File: src/rtl/shifter_pkg.sv
// Shared types for the iterative shifter: operation mode encodings and FSM states.
package shifter_pkg;

  typedef enum logic [1:0] {
    MODE_LOGICAL = 2'b00,
    MODE_ROTATE  = 2'b01,
    MODE_ARITH   = 2'b10,
    MODE_RSVD    = 2'b11
  } mode_t;

  typedef enum logic [1:0] {
    S_IDLE = 2'd0,
    S_RUN  = 2'd1,
    S_DONE = 2'd2
  } state_t;

endpackage

File: src/rtl/shift_step.sv
// Combinational single step of the iterative shifter: shifts N bits by 0..stride
// places left or right with logical, rotate or sign fill.
module shift_step
  import shifter_pkg::*;
#(
  parameter int N  = 8,
  parameter int AW = $clog2(N)
) (
  input  logic [N-1:0]  i_value,
  input  logic [AW-1:0] i_step,
  input  logic          i_direction,
  input  mode_t         i_mode,
  input  logic          i_sign,
  output logic [N-1:0]  o_value
);

  logic [N-1:0] w_fill_l;
  logic [N-1:0] w_fill_r;

  // The fill word is concatenated beside the operand so one wide shift covers
  // zero fill, wrap-around and sign fill alike; reserved mode falls to logical.
  always_comb begin
    w_fill_l = '0;
    w_fill_r = '0;
    o_value  = '0;
    if (i_mode == MODE_ROTATE) begin
      w_fill_l = i_value;
      w_fill_r = i_value;
    end else if (i_mode == MODE_ARITH) begin
      w_fill_r = {N{i_sign}};
    end
    if (i_direction)
      o_value = N'(({i_value, w_fill_l} << i_step) >> N);
    else
      o_value = N'({w_fill_r, i_value} >> i_step);
  end

endmodule

File: src/rtl/iterative_shifter.sv
// Multi-cycle shifter/rotator: up to STRIDE bits per cycle, IDLE/RUN/DONE handshake.
// Define SHIFTER_ARITH_EN to enable arithmetic right shift (mode 10, sign fill).
module iterative_shifter
  import shifter_pkg::*;
#(
  parameter  int N      = 8,
  parameter  int STRIDE = 1,
  localparam int AW     = $clog2(N)
) (
  input  logic          i_clock,
  input  logic          i_reset,
  input  logic          i_start,
  input  logic          i_direction,
  input  logic [1:0]    i_mode,
  input  logic [AW-1:0] i_amount,
  input  logic [N-1:0]  i_value,
  output logic          o_busy,
  output logic          o_done,
  output logic [N-1:0]  o_value
);

  // remaining never exceeds N-1, so a stride of N clamps to N-1 without loss.
  localparam int STEP_MAX = (STRIDE < N) ? STRIDE : N - 1;

  state_t        r_state;
  logic [AW-1:0] r_remaining;
  logic [N-1:0]  r_data;
  logic          r_direction;
  mode_t         r_mode;
  logic          r_busy;
  logic          r_done;

  logic [AW-1:0] w_step;
  logic [N-1:0]  w_next_data;
  mode_t         w_mode;
  logic          w_sign;

`ifdef SHIFTER_ARITH_EN
  logic r_sign;

  always_ff @(posedge i_clock) begin
    if (i_reset)
      r_sign <= 1'b0;
    else if (i_start && r_state != S_RUN)
      r_sign <= i_value[N-1];
  end

  assign w_sign = r_sign;
  assign w_mode = r_mode;
`else
  assign w_sign = 1'b0;
  assign w_mode = (r_mode == MODE_ARITH) ? MODE_LOGICAL : r_mode;
`endif

  assign w_step = (r_remaining > AW'(STEP_MAX)) ? AW'(STEP_MAX) : r_remaining;

  shift_step #(
    .N  (N),
    .AW (AW)
  ) u_shift_step (
    .i_value     (r_data),
    .i_step      (w_step),
    .i_direction (r_direction),
    .i_mode      (w_mode),
    .i_sign      (w_sign),
    .o_value     (w_next_data)
  );

  always_ff @(posedge i_clock) begin
    if (i_reset) begin
      r_state     <= S_IDLE;
      r_remaining <= '0;
      r_data      <= '0;
      r_direction <= 1'b0;
      r_mode      <= MODE_LOGICAL;
      r_busy      <= 1'b0;
      r_done      <= 1'b0;
    end else begin
      case (r_state)
        S_IDLE, S_DONE: begin
          if (i_start) begin
            r_data      <= i_value;
            r_remaining <= i_amount;
            r_direction <= i_direction;
            r_mode      <= mode_t'(i_mode);
            if (i_amount == '0) begin
              r_state <= S_DONE;
              r_busy  <= 1'b0;
              r_done  <= 1'b1;
            end else begin
              r_state <= S_RUN;
              r_busy  <= 1'b1;
              r_done  <= 1'b0;
            end
          end else begin
            r_state <= S_IDLE;
            r_busy  <= 1'b0;
            r_done  <= 1'b0;
          end
        end
        S_RUN: begin
          r_data      <= w_next_data;
          r_remaining <= r_remaining - w_step;
          if (r_remaining == w_step) begin
            r_state <= S_DONE;
            r_busy  <= 1'b0;
            r_done  <= 1'b1;
          end
        end
        default: begin
          r_state <= S_IDLE;
          r_busy  <= 1'b0;
          r_done  <= 1'b0;
        end
      endcase
    end
  end

  assign o_busy  = r_busy;
  assign o_done  = r_done;
  assign o_value = r_data;

endmodule

File: config.mk
export PLATFORM = sky130hd
export DESIGN_NAME = iterative_shifter
export DESIGN_NICKNAME = d
export VERILOG_FILES = /design/src/rtl/shifter_pkg.sv /design/src/rtl/shift_step.sv /design/src/rtl/iterative_shifter.sv
export SDC_FILE = /design/constraint.sdc
export NUM_CORES = 1
export LEC_CHECK = 0
export ABC_CLOCK_PERIOD_IN_PS = 3750
export BUFFER_PORTS_ARGS = -buffer_cell sky130_fd_sc_hd__buf_2
export CORE_MARGIN = 4
export CORE_UTILIZATION = 53
export CTS_BUF_LIST = sky130_fd_sc_hd__clkbuf_16
export DETAILED_ROUTE_END_ITERATION = 7
export PLACE_DENSITY = 0.9
export SLEW_MARGIN = 20
export SYNTH_ARGS = -nofsm -noshare
export SYNTH_HDL_FRONTEND = slang
export SYNTH_SLANG_ARGS = --single-unit
export TNS_END_PERCENT = 1
File: constraint.sdc
create_clock -name i_clock -period 3.75 [get_ports i_clock]
set_input_delay 0.1875 -clock i_clock [delete_from_list [all_inputs] [get_ports i_clock]]
set_output_delay 0.1875 -clock i_clock [all_outputs]
set_load 0.02 [all_outputs]
Word level (Yosys, flattened, before mapping). Cells that the tools add are included.

Register bits: 18. Input bits: 17. Output and inout port bits: 10. Word-level logic and storage cells: 44.

Add/sub/neg operators: 1. Magnitude comparators: 1. Equality and inequality tests: 7. Shifts and indexed selects: 2. Mux-type cells: 20. Reduce and logical (&&, ||, !) cells: 6.

Operators with widths (count): $mux 8 (3); $pmux 8 s2 (1); $shl 16x3->16 (1); $shr 16x3->8 (1); $mux 2 (4); $mux 1 (6); $mux 3 (2); $pmux 3 s2 (1); $eq 2x1->1 const B (2); $eq 2x2->1 const B (2); $ne 2x2->1 const B (2); $pmux 1 s2 (2); $pmux 2 s2 (1); $reduce_and 2->1 (2); $eq 3x3->1 (1); $gt 3x1->1 const B (1); $logic_not 3->1 (1); $sub 3x3->3 (1); $logic_not 2->1 (1); $reduce_bool 2->1 (1); $reduce_or 2->1 (1).

Logic depth before layout (Yosys ltp). Gate-level depths: netlist of the first run.

Depth in word-level cells: 7. Mapped depth: 6. Mapped depth without buffers: 6.

Cells and area by module. Synthesis of the first run repeated with hierarchy kept, for this count alone.

Cell total of the unflattened synthesis: 204. Area, all modules: 1710.4 µm².

Modules (own cells, without submodules): shift_step (instances 1, cells each 106, area each 884.6 µm², sequential area each 0.0 µm²); iterative_shifter (instances 1, cells each 98, area each 825.8 µm², sequential area each 340.3 µm²).

Least setup slack after synthesis of the first run. OpenSTA, ideal clock, no wires.

Path kind: reg2reg. Start point: register r_data[0] (netlist: o_value[0]). End point: register r_data[7] (netlist: o_value[7]). Library setup time: 0.060 ns. Arrival time: 1.336 ns. Required time: 3.690 ns. Setup slack: 2.354 ns. Cell stages (with the launch flop): 4. Buffers on the path: 0. Period minus slack after synthesis: 1.396 ns. Cell sequence: dfxtp_1 or4bb_1 a2111oi_0 a221o_1.

Longest elaborated chain between the ends: 4. Elaborated cells on any way between the ends: 5. Classes of those cells: 2 x shift; 3 x mux.

RTL lines: start, declared (RTL line iterative_shifter.sv:27) `logic [N-1:0] r_data;`; start signal, assigned (RTL line iterative_shifter.sv:82) `r_data <= i_value;`; start signal, assigned (RTL line iterative_shifter.sv:102) `r_data <= w_next_data;`; $mux 8 (RTL line shift_step.sv:26) `if (i_mode == MODE_ROTATE) begin`; $shr 16x3->8 / $shl 16x3->16 (equally long branches) (RTL line shift_step.sv:35, shift_step.sv:33); $mux 8 * (RTL line shift_step.sv:32) `if (i_direction)`; $pmux 8 s2 * (RTL line iterative_shifter.sv:79) `case (r_state)`.

Mark *: on every way between the ends. The rest lies on a longest branch, timed or not. A chain may end at the register's enable or synchronous reset.

Worst setup path after layout of the first run.
Start point: register r_state[0]. End point: register r_data[6] (netlist: o_value[6]).

Longest elaborated chain between the ends: 4. Elaborated cells on any way between the ends: 8. Classes of those cells: 3 x eq/ne; 1 x mux; 4 x reduce/logical.

RTL lines: start, declared (RTL line iterative_shifter.sv:25) `state_t r_state;`; start signal, assigned (RTL line iterative_shifter.sv:71) `r_state <= S_IDLE;`; start signal, assigned (RTL line iterative_shifter.sv:87) `r_state <= S_DONE;`; start signal, assigned (RTL line iterative_shifter.sv:91) `r_state <= S_RUN;`; $eq 2x2->1 / $logic_not 2->1 (equally long branches) (RTL line iterative_shifter.sv:79); $reduce_or 2->1 (RTL line iterative_shifter.sv:79); $ne 2x2->1 (no source line) / $reduce_bool 2->1 (equally long branches); $reduce_and 2->1 (no source line).

Several ways; a longest one is shown, not always the timed one.

==> metrics.cfg, run 1 <==
[timing]
finalHoldViolCount=0
fin_skew_ns=0.00123
post_route_setup_tns_ns=0
clock.fmax_ghz=0.582
setup_viol=0
final.min_clock_period_ns=1.72
drv_slew=0
layout_setup_ws_ns=2.03
rsz0062_at_grt=no
maxSlewHeadroom=0.367
fin_crit_sh=0.458
transition_time_at_the_pin_with_the_least_slew_margin_ns=0.948

[layout]
antenna_cells=0
synthToLayoutAreaGrowth_pct=20.7
fin_nets=145
post_route_cells_drive_above_1_share=0.256
end_of_flow_core_utilization=0.707

[placed_design]
place.port_buffers=26
hpwl_after_detailed_placement_microns=1620
place_ws_ns=2.05
place.gp.congestion=0.815

[detailed_routing]
drt-initial-drc-count=28
route.detailed.drc=0
via_count=907
antenna_left=0
drt_pre_antenna_iters=4
route.detailed.vias_per_inst=6.43
wl_per_cell_microns=16.4
wirelength_microns=2320

[cts]
cts_made_buffers=3
cts.htree.levels=1
clockRootBuffer=sky130_fd_sc_hd__clkbuf_16
postCtsResizedCells=0
cts.clk_slew.worst_paths_ns=0.05
clk-insertion-delay-late_ns=0.24
cts.path.max_buffers=2
cts_tree=done
cts_setup_buffers=0
cts_hold_buffers=0
cts_sinks=17

[floorplanning]
start_util=0.586
fp.dieW_microns=49.5
die-area_sq_mm=0.00245
floorplan.io_pins=27
placeableCoreArea_sq_mm=0.00156
std_cell_rows=14
die_h_microns=49.5

[yosys]
yosys_warnings=0
synthesis.nets=122
syn_avg_cell_area_sq_um=8.87
ys_seq_elements=17
yosysUniqueCellTypes=33
synth_seq_area_share=0.373
synth_area_sq_um=913
synthCells=103

[run_status]
run_status=complete, no violations

[run]
cap_violations=0

[worst_setup_path]
launching_instance_or_port_of_the_critical_path=r_state[0]
path_cells=nor2b_1 > a211oi_4 > a221o_1
worstPathArrival_ns=1.85
timing.critical_path.max_delay_family=simple AND/OR/NAND/NOR gates
worstSetupPathType=reg2reg
worstPathRequired_ns=3.88
critical_path.slowest_cell=sky130_fd_sc_hd__nor2b_1
cpPeakStageDelay_ns=0.68
timing.reg2reg.worst_path_depth=3
timing.rr.end=o_value[6]
regToRegStartpoint=r_state[0]
startpoint_class_of_the_critical_path=flip-flop
critical_path_fanouts_max=11
cp.depth=3
timing.critical_path.to_type=flip-flop
crit_path_end=o_value[6]
count_of_buffering_cells_on_the_critical_path_with_inverters_included=0
setup.reg_to_reg.worst_slack_ns=2.03

[power]
cellPowerDensity_mw_per_mm2=479
total_leakage_power_nw=0.455
ir_drop_mv=0.308
total_power_mw=0.528

[grt]
grt_util_all_layers=0.203
grt_antenna_before_repair=0
global_route.overflow_total=0
number_of_global_route_vias_before_repair=904
grt_pass1_wl_microns=3960
grt_max_degree=22

[min_path]
worstHoldPathType=in2reg

==> where the power goes <==
part,internal [mW],total [mW],switching [mW]
Sequential,0.196,0.213,0.0166
Clock,0.143,0.211,0.0681
Combinational,0.0412,0.105,0.0636
Total,0.380,0.528,0.148
==> routing by layer <==
metal  up-vias  GRT usage  part of all wire
met4         0      0.106             0.019
met5         -          0                 0
li1        432          -                 -
met1       437      0.232              0.42
met3         8     0.0512             0.060
met2        30      0.348              0.50
==> cell usage in the layout (no fill, tap or decap) <==
| master | n |
|---|---|
| sky130_fd_sc_hd__o2bb2a_1 | 1 |
| sky130_fd_sc_hd__inv_1 | 6 |
| sky130_fd_sc_hd__ha_1 | 2 |
| sky130_fd_sc_hd__or3_1 | 2 |
| sky130_fd_sc_hd__a221o_1 | 4 |
| sky130_fd_sc_hd__o21bai_1 | 1 |
| sky130_fd_sc_hd__buf_2 | 26 |
| sky130_fd_sc_hd__nand2_1 | 9 |
| sky130_fd_sc_hd__mux2_2 | 1 |
| sky130_fd_sc_hd__nor2b_1 | 5 |
| sky130_fd_sc_hd__clkinv_2 | 1 |
| sky130_fd_sc_hd__a2111oi_0 | 2 |
| sky130_fd_sc_hd__nor3_1 | 2 |
| sky130_fd_sc_hd__or4bb_1 | 1 |
| sky130_fd_sc_hd__a21oi_1 | 7 |
| sky130_fd_sc_hd__a32oi_1 | 3 |
| sky130_fd_sc_hd__a211o_1 | 1 |
| sky130_fd_sc_hd__nor4_1 | 2 |
| sky130_fd_sc_hd__a211oi_4 | 1 |
| sky130_fd_sc_hd__nor2_1 | 2 |
| sky130_fd_sc_hd__nand3_1 | 6 |
| sky130_fd_sc_hd__and3b_1 | 1 |
| sky130_fd_sc_hd__nand2b_1 | 5 |
| sky130_fd_sc_hd__dfxtp_1 | 17 |
| sky130_fd_sc_hd__nor4bb_1 | 1 |
| sky130_fd_sc_hd__mux2i_1 | 3 |
| sky130_fd_sc_hd__a22oi_1 | 2 |
| sky130_fd_sc_hd__nand4b_1 | 1 |
| sky130_fd_sc_hd__a211oi_1 | 2 |
| sky130_fd_sc_hd__a31oi_1 | 1 |
| sky130_fd_sc_hd__clkbuf_16 | 3 |
| sky130_fd_sc_hd__o221ai_1 | 3 |
| sky130_fd_sc_hd__o211ai_1 | 1 |
==> cell usage after synthesis <==
master / count / area share
sky130_fd_sc_hd__mux2_2: 1 / 0.012
sky130_fd_sc_hd__o2bb2a_1: 1 / 0.011
sky130_fd_sc_hd__a22oi_1: 2 / 0.016
sky130_fd_sc_hd__nand2b_1: 5 / 0.034
sky130_fd_sc_hd__nand3_1: 6 / 0.033
sky130_fd_sc_hd__nor4bb_1: 1 / 0.011
sky130_fd_sc_hd__dfxtp_1: 17 / 0.37
sky130_fd_sc_hd__nor2_1: 2 / 0.0082
sky130_fd_sc_hd__buf_6: 1 / 0.012
sky130_fd_sc_hd__nand2_1: 9 / 0.037
sky130_fd_sc_hd__buf_2: 3 / 0.016
sky130_fd_sc_hd__or4bb_1: 1 / 0.012
sky130_fd_sc_hd__a32oi_1: 3 / 0.029
sky130_fd_sc_hd__a211oi_1: 2 / 0.016
sky130_fd_sc_hd__mux2i_1: 3 / 0.033
sky130_fd_sc_hd__o221ai_1: 3 / 0.029
sky130_fd_sc_hd__clkbuf_1: 4 / 0.016
sky130_fd_sc_hd__nor4_1: 2 / 0.014
sky130_fd_sc_hd__nand4b_1: 1 / 0.0096
sky130_fd_sc_hd__ha_1: 2 / 0.027
sky130_fd_sc_hd__nor2b_1: 5 / 0.034
sky130_fd_sc_hd__a221o_1: 4 / 0.044
sky130_fd_sc_hd__inv_1: 6 / 0.025
sky130_fd_sc_hd__a2111oi_0: 2 / 0.019
sky130_fd_sc_hd__or3_1: 2 / 0.014
sky130_fd_sc_hd__a211oi_4: 1 / 0.022
sky130_fd_sc_hd__o211ai_1: 1 / 0.0082
sky130_fd_sc_hd__o21bai_1: 1 / 0.0082
sky130_fd_sc_hd__and3b_1: 1 / 0.0096
sky130_fd_sc_hd__a31oi_1: 1 / 0.0069
sky130_fd_sc_hd__a211o_1: 1 / 0.0096
sky130_fd_sc_hd__a21oi_1: 7 / 0.038
sky130_fd_sc_hd__nor3_1: 2 / 0.011
==> area by class of cell <==
cell class | count | area (sq um)
Clock buffer | 3 | 75.1
Tap cell | 16 | 20.0
Multi-Input combinational cell | 72 | 509
Timing Repair Buffer | 26 | 130
Sequential cell | 17 | 340
Clock inverter | 1 | 5.00
Fill cell | 121 | 457
Inverter | 6 | 22.5
==> stage by stage <==
stage	instances	area (sq um)	hold slack, ns
detailed placement	137	1020	0.424
CTS	141	1100	0.172
finish	141	1100	0.175
global placement	137	1020	0.417
global route	141	1100	0.175
floorplan	103	913	0.323
==> state kept, by name, indices dropped and copies added (netlist names) <==
register / count
o_value: 8
r_remaining: 3
r_mode: 2
o_busy: 1
o_done: 1
r_direction: 1
r_state: 1
==> cells by family after synthesis <==
logic type,after synthesis,synth area share
compound gates,29,0.258
simple gates,37,0.227
mux,4,0.0452
fa+ha+maj,2,0.0274
buf+inv,14,0.0699
flops,17,0.373
==> how the worst min path moves through the flow <==
stage / from / slack, ns / cells after the start / to
floorplan: i_mode[1] / 0.32 / 2 / r_mode[1]
global placement: i_value[1] / 0.42 / 2 / o_value[1]
detailed placement: i_value[0] / 0.42 / 2 / o_value[0]
CTS: i_value[0] / 0.17 / 2 / o_value[0]
global route: i_value[0] / 0.17 / 2 / o_value[0]
finish: i_value[0] / 0.17 / 2 / o_value[0]
(Power assumes the default switching activity.)
==> run 2: changes to the inputs <==
--- a/config.mk
+++ b/config.mk
@@ -5,13 +5,13 @@
 export SDC_FILE = /design/constraint.sdc
 export NUM_CORES = 1
 export LEC_CHECK = 0
-export ABC_CLOCK_PERIOD_IN_PS = 3750
+export ABC_CLOCK_PERIOD_IN_PS = 1400
 export BUFFER_PORTS_ARGS = -buffer_cell sky130_fd_sc_hd__buf_2
 export CORE_MARGIN = 4
-export CORE_UTILIZATION = 53
+export CORE_UTILIZATION = 45
 export CTS_BUF_LIST = sky130_fd_sc_hd__clkbuf_16
 export DETAILED_ROUTE_END_ITERATION = 7
-export PLACE_DENSITY = 0.9
+export PLACE_DENSITY = 0.82
 export SLEW_MARGIN = 20
 export SYNTH_ARGS = -nofsm -noshare
 export SYNTH_HDL_FRONTEND = slang
==> constraint.sdc (replaced) <==
create_clock -name i_clock -period 1.4 [get_ports i_clock]
set_input_delay 0.07 -clock i_clock [delete_from_list [all_inputs] [get_ports i_clock]]
set_output_delay 0.07 -clock i_clock [all_outputs]
set_load 0.02 [all_outputs]
==> run 2 against run 1 <==
Setup slack got worse by 2.0 ns. Clock skew rose by 0.0044 ns. Final area increased by 13%. Power rose to 2.8 times the previous value. Via count down 1.9%. Flip-flop and latch count stayed put. Fmax increased by 22%. Utilization down 6.7 points. Clock-buffer cell count stayed put. Cell count increased by 16%. Die area grew 15%. The flow now finishes with violations (negative setup slack).
==> metrics.cfg, run 2 (synthesized netlist as in run 1, its figures left out) <==
[run_status]
run_status=finished, violations left
failing_checks=negative setup slack

[power]
switchingPower_mw=0.416  ; +180%
total_leakage_power_nw=0.519  ; +14%
internal_power_of_the_cells_mw=1.07  ; +180%
power.sequential.fraction=0.378  ; -0.025
cellPowerDensity_mw_per_mm2=1200  ; +150%
sw_frac_of_total=0.279  ; -0.00175
clock_power_share=0.382  ; -0.017
power.combinational.fraction=0.239  ; +0.041
ir_drop_mv=0.646  ; +110%

[detailed_routing]
antenna_left=0  ; unchanged
wirelength_microns=2330  ; +0.52%
via_count=890  ; -1.9%
drt-initial-drc-count=22  ; -21%
wl_per_cell_microns=14.2  ; -14%
route.detailed.vias_per_inst=5.43  ; -16%
route.detailed.drc=0  ; unchanged
drt_pre_antenna_iters=4  ; unchanged

[cts]
cts.htree.levels=1  ; unchanged
cts.path.max_buffers=2  ; unchanged
cts_tree=done
cts_made_buffers=3  ; unchanged
clk-insertion-delay-late_ns=0.25  ; about the same
cts.clk_slew.worst_paths_ns=0.05  ; about the same
cts_sinks=17  ; unchanged
cts_hold_buffers=0  ; unchanged
clockRootBuffer=sky130_fd_sc_hd__clkbuf_16

[layout]
layout_commonest_cell=sky130_fd_sc_hd__buf_2
fin_nets=157  ; +8.3%
nFillCells=166  ; +37%
end_of_flow_core_utilization=0.640  ; -0.0672
post_route_cells_drive_above_1_share=0.380  ; +0.124
seq_area_sq_um=343  ; +0.74%
finish.instance_area_sq_mm=0.00124  ; +13%
multiInputGateArea_sq_um=539  ; +5.9%
most-common-layout-cells=sky130_fd_sc_hd__buf_2 (26), sky130_fd_sc_hd__dfxtp_1 (15), sky130_fd_sc_hd__buf_4 (11)
synthToLayoutAreaGrowth_pct=36.0
largest_register_ffs=8  ; unchanged
antenna_cells=0  ; unchanged

[grt]
number_of_global_route_vias_before_repair=852  ; -5.8%
grt_antenna_before_repair=0  ; unchanged
global_route.overflow_total=0  ; unchanged
grt_max_degree=22  ; unchanged
grt_pass1_wl_microns=3710  ; -6.3%
grt_util_all_layers=0.181  ; -0.0224

[floorplanning]
die-area_sq_mm=0.00281  ; +15%
fp.dieW_microns=53.1  ; +7.1%
std_cell_rows=16  ; +2
die_h_microns=53.1  ; +7.1%
floorplan.io_pins=27  ; unchanged
placeableCoreArea_sq_mm=0.00194  ; +25%
start_util=0.470  ; -0.116

[placed_design]
place.gp.congestion=0.846  ; +3.8%
hpwl_after_detailed_placement_microns=1620  ; +0.43%
placed_standard_cell_area_sq_mm=0.00112  ; +9.4%
place.port_buffers=26  ; unchanged

[timing]
maxSlewHeadroom=0.715  ; +0.348
rsz0062_at_grt=yes
fin_skew_ns=0.00567  ; +0.00444 ns
transition_time_at_the_pin_with_the_least_slew_margin_ns=0.422  ; -0.526 ns
layout_setup_ws_ns=-0.00565  ; -2.04 ns
drv_slew=0  ; unchanged
finalHoldViolCount=0  ; unchanged
fin_crit_sh=1.00  ; +0.546
setup_viol=1  ; +1
clock.fmax_ghz=0.711  ; +22%
final.min_clock_period_ns=1.41  ; -0.312 ns

[worst_setup_path]
worstPathRequired_ns=1.57  ; -2.31 ns
setup.reg_to_reg.worst_slack_ns=-0.006  ; -2.04 ns
timing.reg2reg.worst_path_depth=7  ; +4
crit_path_end=r_remaining[2]
worstSetupPathType=reg2reg
launching_instance_or_port_of_the_critical_path=r_remaining[1]
worstPathArrival_ns=1.58  ; -0.27 ns
timing.critical_path.to_type=flip-flop
critical_path_fanouts_max=4  ; -7
timing.rr.end=r_remaining[2]
startpoint_class_of_the_critical_path=flip-flop
regToRegStartpoint=r_remaining[1]

[run]
cap_violations=0  ; unchanged

[min_path]
worstHoldPathType=in2reg

[run 2: changes by cell type in the layout (fill, tap and decap cells not counted), sizes merged]
cell and delta:
buf +12
[run 2: routing by layer]
metal  up-vias  global-route usage  wire [microns]
met1       407               0.224            1030
li1        453                   -               -
met4         0              0.0936              36
met5         -                   0               0
met2        25               0.295            1130
met3         5              0.0338             130
[run 2: power by group through the flow]
stage	clock (mW)	sequential [mW]	combinational (mW)
finish	0.570	0.564	0.357
global route	0.596	0.569	0.392
global placement	0	0.566	0.320
detailed placement	0	0.568	0.328
CTS	0.581	0.559	0.336
floorplan	0	0.592	0.187
[run 2: final cells by class]
type                            instances  area share
Clock buffer                            3      0.0604
Clock inverter                          1     0.00403
Inverter                                6      0.0181
Multi-Input combinational cell         72       0.434
Sequential cell                        17       0.276
Tap cell                               27      0.0272
Timing Repair Buffer                   38       0.180
[run 2: how the worst min path moves through the flow]
stage | start | endpoint | slack (ns) | cells past startpoint
6_report | i_value[1] | o_value[1] | 0.04 | 2
5_1_grt | i_value[1] | o_value[1] | 0.05 | 2
4_1_cts | i_value[1] | o_value[1] | 0.04 | 2
3_5_place_dp | i_value[1] | o_value[1] | 0.30 | 2
3_3_place_gp | i_value[7] | o_value[7] | 0.30 | 2
2_1_floorplan | i_mode[1] | r_mode[1] | 0.21 | 2
[run 2: through the flow]
step                      setup slack, ns  hold slack, ns  power (mW)  std cells  setup TNS, ns
after detailed placement          -0.0301           0.299       0.896        159        -0.0600
after global placement             0.0111           0.296       0.886        159              0
after CTS                         -0.0199          0.0400        1.48        163        -0.0318
after floorplan                   0.00437           0.206       0.779        103              0
after global routing              -0.0591          0.0547        1.56        164         -0.127
final                            -0.00565          0.0421        1.49        164       -0.00565
[run 2: critical path, stage by stage, from the launching register on]
cell	delay, ns
sky130_fd_sc_hd__dfxtp_2	0.33
sky130_fd_sc_hd__buf_6	0.11
sky130_fd_sc_hd__o21bai_4	0.07
sky130_fd_sc_hd__inv_1	0.08
sky130_fd_sc_hd__ha_2	0.17
sky130_fd_sc_hd__inv_1	0.04
sky130_fd_sc_hd__or3_1	0.34
sky130_fd_sc_hd__a31oi_1	0.18
[run 2: repair_timing]
item,in CTS,in global routing
endpoints found under the setup margin,6,11
gates resized for setup,2,9
pin swaps,1,2
buffers inserted,0,1
==> run 3: changes to the inputs <==
--- a/config.mk
+++ b/config.mk
@@ -5,10 +5,11 @@
 export SDC_FILE = /design/constraint.sdc
 export NUM_CORES = 1
 export LEC_CHECK = 0
+export ABC_AREA = 1
 export ABC_CLOCK_PERIOD_IN_PS = 1400
 export BUFFER_PORTS_ARGS = -buffer_cell sky130_fd_sc_hd__buf_2
 export CORE_MARGIN = 4
-export CORE_UTILIZATION = 45
+export CORE_UTILIZATION = 46
 export CTS_BUF_LIST = sky130_fd_sc_hd__clkbuf_16
 export DETAILED_ROUTE_END_ITERATION = 7
 export PLACE_DENSITY = 0.82
==> run 3 against run 2 <==
The run now ends clean. Critical path depth is the same. Wire length rose by 5.6%. Register-to-register slack improved by 0.09 ns. Setup slack improved by 0.088 ns. Non-clock buffer count is 9 lower. Highest routed layer unchanged. Flip-flop and latch count is the same. Clock power down 1%.
==> metrics.cfg, run 3 <==
[floorplanning]
fp.dieW_microns=54.6  ; +2.9%
floorplan.io_pins=27  ; unchanged
start_util=0.499  ; +0.0284
placeableCoreArea_sq_mm=0.00200  ; +3.1%
std_cell_rows=16  ; unchanged
die-area_sq_mm=0.00298  ; +5.9%
die_h_microns=54.6  ; +2.9%

[run_status]
run_status=complete, no violations

[placed_design]
place.port_buffers=26  ; unchanged
place.gp.congestion=0.861  ; +1.8%
hpwl_after_detailed_placement_microns=1860  ; +15%
place.detailed.instances=203  ; +28%

[worst_setup_path]
path_cells=nor2_4 > buf_4 > nand2_4 > o21ai_4 > nand2_1 > nand2_1 > a21oi_1
cp.depth=7  ; unchanged
timing.critical_path.to_type=flip-flop
crit_top_cell=sky130_fd_sc_hd__nand2_1
worstSetupPathType=reg2reg
cpPeakStageDelay_ns=0.33  ; about the same
worstPathRequired_ns=1.52  ; -0.05 ns
worstPathArrival_ns=1.44  ; -0.14 ns
startpoint_class_of_the_critical_path=flip-flop
count_of_buffering_cells_on_the_critical_path_with_inverters_included=1  ; -2
timing.reg2reg.worst_path_depth=7  ; unchanged
timing.critical_path.max_delay_family=simple AND/OR/NAND/NOR gates
critical_path_fanouts_max=15  ; +11
critical_path.slowest_cell=sky130_fd_sc_hd__dfxtp_2

[detailed_routing]
drt_pre_antenna_iters=4  ; unchanged
drt-initial-drc-count=28  ; +27%
route.detailed.vias_per_inst=5.14  ; -5.4%
antenna_left=0  ; unchanged
wl_per_cell_microns=11.9  ; -16%
wirelength_microns=2460  ; +5.6%
via_count=1063  ; +19%
route.detailed.drc=0  ; unchanged

[timing]
fin_crit_sh=0.941  ; -0.0630
fin_skew_ns=0.00113  ; -0.00454 ns
fin_hold_ws_ns=0.0852  ; +0.0432 ns
drv_slew=0  ; unchanged
transition_time_at_the_pin_with_the_least_slew_margin_ns=0.288  ; -0.134 ns
final.min_clock_period_ns=1.32  ; -0.0882 ns
rsz0062_at_grt=yes
maxSlewHeadroom=0.808  ; +0.0930
clock.fmax_ghz=0.759  ; +6.7%
setup_viol=0  ; -1
post_route_setup_tns_ns=0  ; +0.00565 ns
finalHoldViolCount=0  ; unchanged

[yosys]
synth_seq_area_share=0.341  ; -0.0318
yosys-top-cells-count=sky130_fd_sc_hd__nand2_1 (38), sky130_fd_sc_hd__a21oi_1 (21), sky130_fd_sc_hd__inv_1 (19), sky130_fd_sc_hd__nand3_1 (19), sky130_fd_sc_hd__dfxtp_1 (17)
synthesis.nets=169  ; +39%
yosysUniqueCellTypes=18  ; -45%
yosys_warnings=0  ; unchanged
ys_seq_elements=17  ; unchanged
netlist.area_leader.share=0.341  ; -0.0318
synth_enable_flop_cells=0  ; unchanged
yosys-top-cells-area=sky130_fd_sc_hd__dfxtp_1 (34%), sky130_fd_sc_hd__nand2_1 (14%), sky130_fd_sc_hd__a21oi_1 (11%)
post-synth-top-area-cell=sky130_fd_sc_hd__dfxtp_1
synth.most_common_cell=sky130_fd_sc_hd__nand2_1
primary_ff_master_synth=sky130_fd_sc_hd__dfxtp_1
syn_avg_cell_area_sq_um=6.66  ; -25%
asyncSetResetFlopFracSynth=0  ; unchanged
synth_area_sq_um=998  ; +9.3%
synthCells=150  ; +46%

[layout]
synthToLayoutAreaGrowth_pct=25.2
antenna_cells=0  ; unchanged
post_route_cells_drive_above_1_share=0.256  ; -0.124
finish.cell_count_without_fillers=207  ; +26%
layout_commonest_cell=sky130_fd_sc_hd__nand2_1
nFillCells=197  ; +19%
fin_nets=200  ; +27%
most-common-layout-cells=sky130_fd_sc_hd__nand2_1 (38), sky130_fd_sc_hd__buf_2 (26), sky130_fd_sc_hd__a21oi_1 (21)
largest_register_ffs=8  ; unchanged

[min_path]
worst_hold_path.num_cells=3  ; +1
worstHoldPathType=in2reg

[cts]
cts.path.max_buffers=2  ; unchanged
cts_sinks=17  ; unchanged
clk-insertion-delay-late_ns=0.25  ; about the same
cts_setup_buffers=0  ; unchanged
cts.htree.levels=1  ; unchanged
cts_tree=done
clockRootBuffer=sky130_fd_sc_hd__clkbuf_16
cts_made_buffers=3  ; unchanged
cts_hold_buffers=0  ; unchanged
cts.clk_slew.worst_paths_ns=0.05  ; about the same

[grt]
number_of_global_route_vias_before_repair=959  ; +13%
grt_util_all_layers=0.181  ; about the same
grt_max_degree=16  ; -27%
grt_pass1_wl_microns=3950  ; +6.3%
grt_antenna_before_repair=0  ; unchanged
global_route.overflow_total=0  ; unchanged

[run]
cap_violations=0  ; unchanged

[power]
ir_drop_mv=0.917  ; +42%
total_leakage_power_nw=0.599  ; +15%
cellPowerDensity_mw_per_mm2=1230  ; +2.6%

[run 3: changes by cell type after synthesis, moves of 4 or more]
cell / previous run / this run
sky130_fd_sc_hd__a21oi_1: 7 / 21
sky130_fd_sc_hd__nand3_1: 6 / 19
sky130_fd_sc_hd__nand2_1: 9 / 38
sky130_fd_sc_hd__nand2_4: 0 / 4
sky130_fd_sc_hd__inv_1: 6 / 19
sky130_fd_sc_hd__nor2_1: 2 / 11
sky130_fd_sc_hd__a221o_1: 4 / 0
sky130_fd_sc_hd__o21ai_0: 0 / 7
sky130_fd_sc_hd__nor2b_1: 5 / 0
sky130_fd_sc_hd__nand2b_1: 5 / 0
[run 3: layout make-up]
class                      instances  area, sq um  area share
clock buffer                       3         75.1      0.0601
clock inverter                     1         3.75     0.00300
inverter                          22         87.6      0.0701
multi-input combinational        108          554       0.443
sequential                        17          343       0.274
tap                               27         33.8      0.0270
timing repair buffer              29          153       0.122
[run 3: repair_timing]
item,in CTS,in global routing
gates resized for setup,0,4
hold endpoints to repair,0,0
setup endpoints to repair,0,11
[run 3: metrics by stage]
step           utilization  total power [mW]  area, sq um  worst slack, ns
3_5_place_dp         0.579             0.967         1160           0.0107
3_3_place_gp         0.579             0.955         1160           0.0696
4_1_cts              0.618              1.53         1240         0.000300
5_1_grt              0.624              1.62         1250          -0.0102
2_1_floorplan            -             0.863          998           0.0878
6_report             0.624              1.54         1250           0.0825
[run 3: power by group]
group	total (mW)	leakage, nW	switching [mW]	internal (mW)
Combinational	0.398	0.416	0.256	0.142
Clock	0.563	0.0423	0.184	0.379
Sequential	0.576	0.141	0.0442	0.532
Total	1.54	0.599	0.485	1.05
[run 3: cells by family (layout without fill, tap and decap cells)]
kind of cell             count (synthesis)  in the layout  share of synthesized area
AND/OR/NAND/NOR                         74             74                      0.347
flip-flops                              17             17                      0.341
adder cells (fa/ha/maj)                  2              2                     0.0251
AO/OA/AOI/OAI                           32             32                      0.173
buffers and inverters                   25             55                      0.114
[run 3: final timing paths]
kind / slack (ns) / endpoint / startpoint
worst max register to register: 0.08 / o_value[7] / r_remaining[1]
worst min-delay path: 0.09 / r_mode[0] / i_mode[0]
worst max-delay path: 0.08 / o_value[7] / r_remaining[1]
worst min register to register: 0.46 / r_mode[1] / r_mode[1]
[run 3: worst reg2reg max path, delay by kind of cell (launching register included)]
family	cells	cell delay [ns]
compound gates	2	0.30
buf+inv	1	0.13
flops	1	0.33
simple gates	4	0.43
[run 3: layer usage]
layer | vias up | GRT usage | share of wire
met2 | 48 | 0.323 | 0.49
li1 | 542 | - | -
met4 | 0 | 0.0456 | 0.0085
met3 | 4 | 0.0545 | 0.086
met1 | 469 | 0.207 | 0.41
met5 | - | 0 | 0
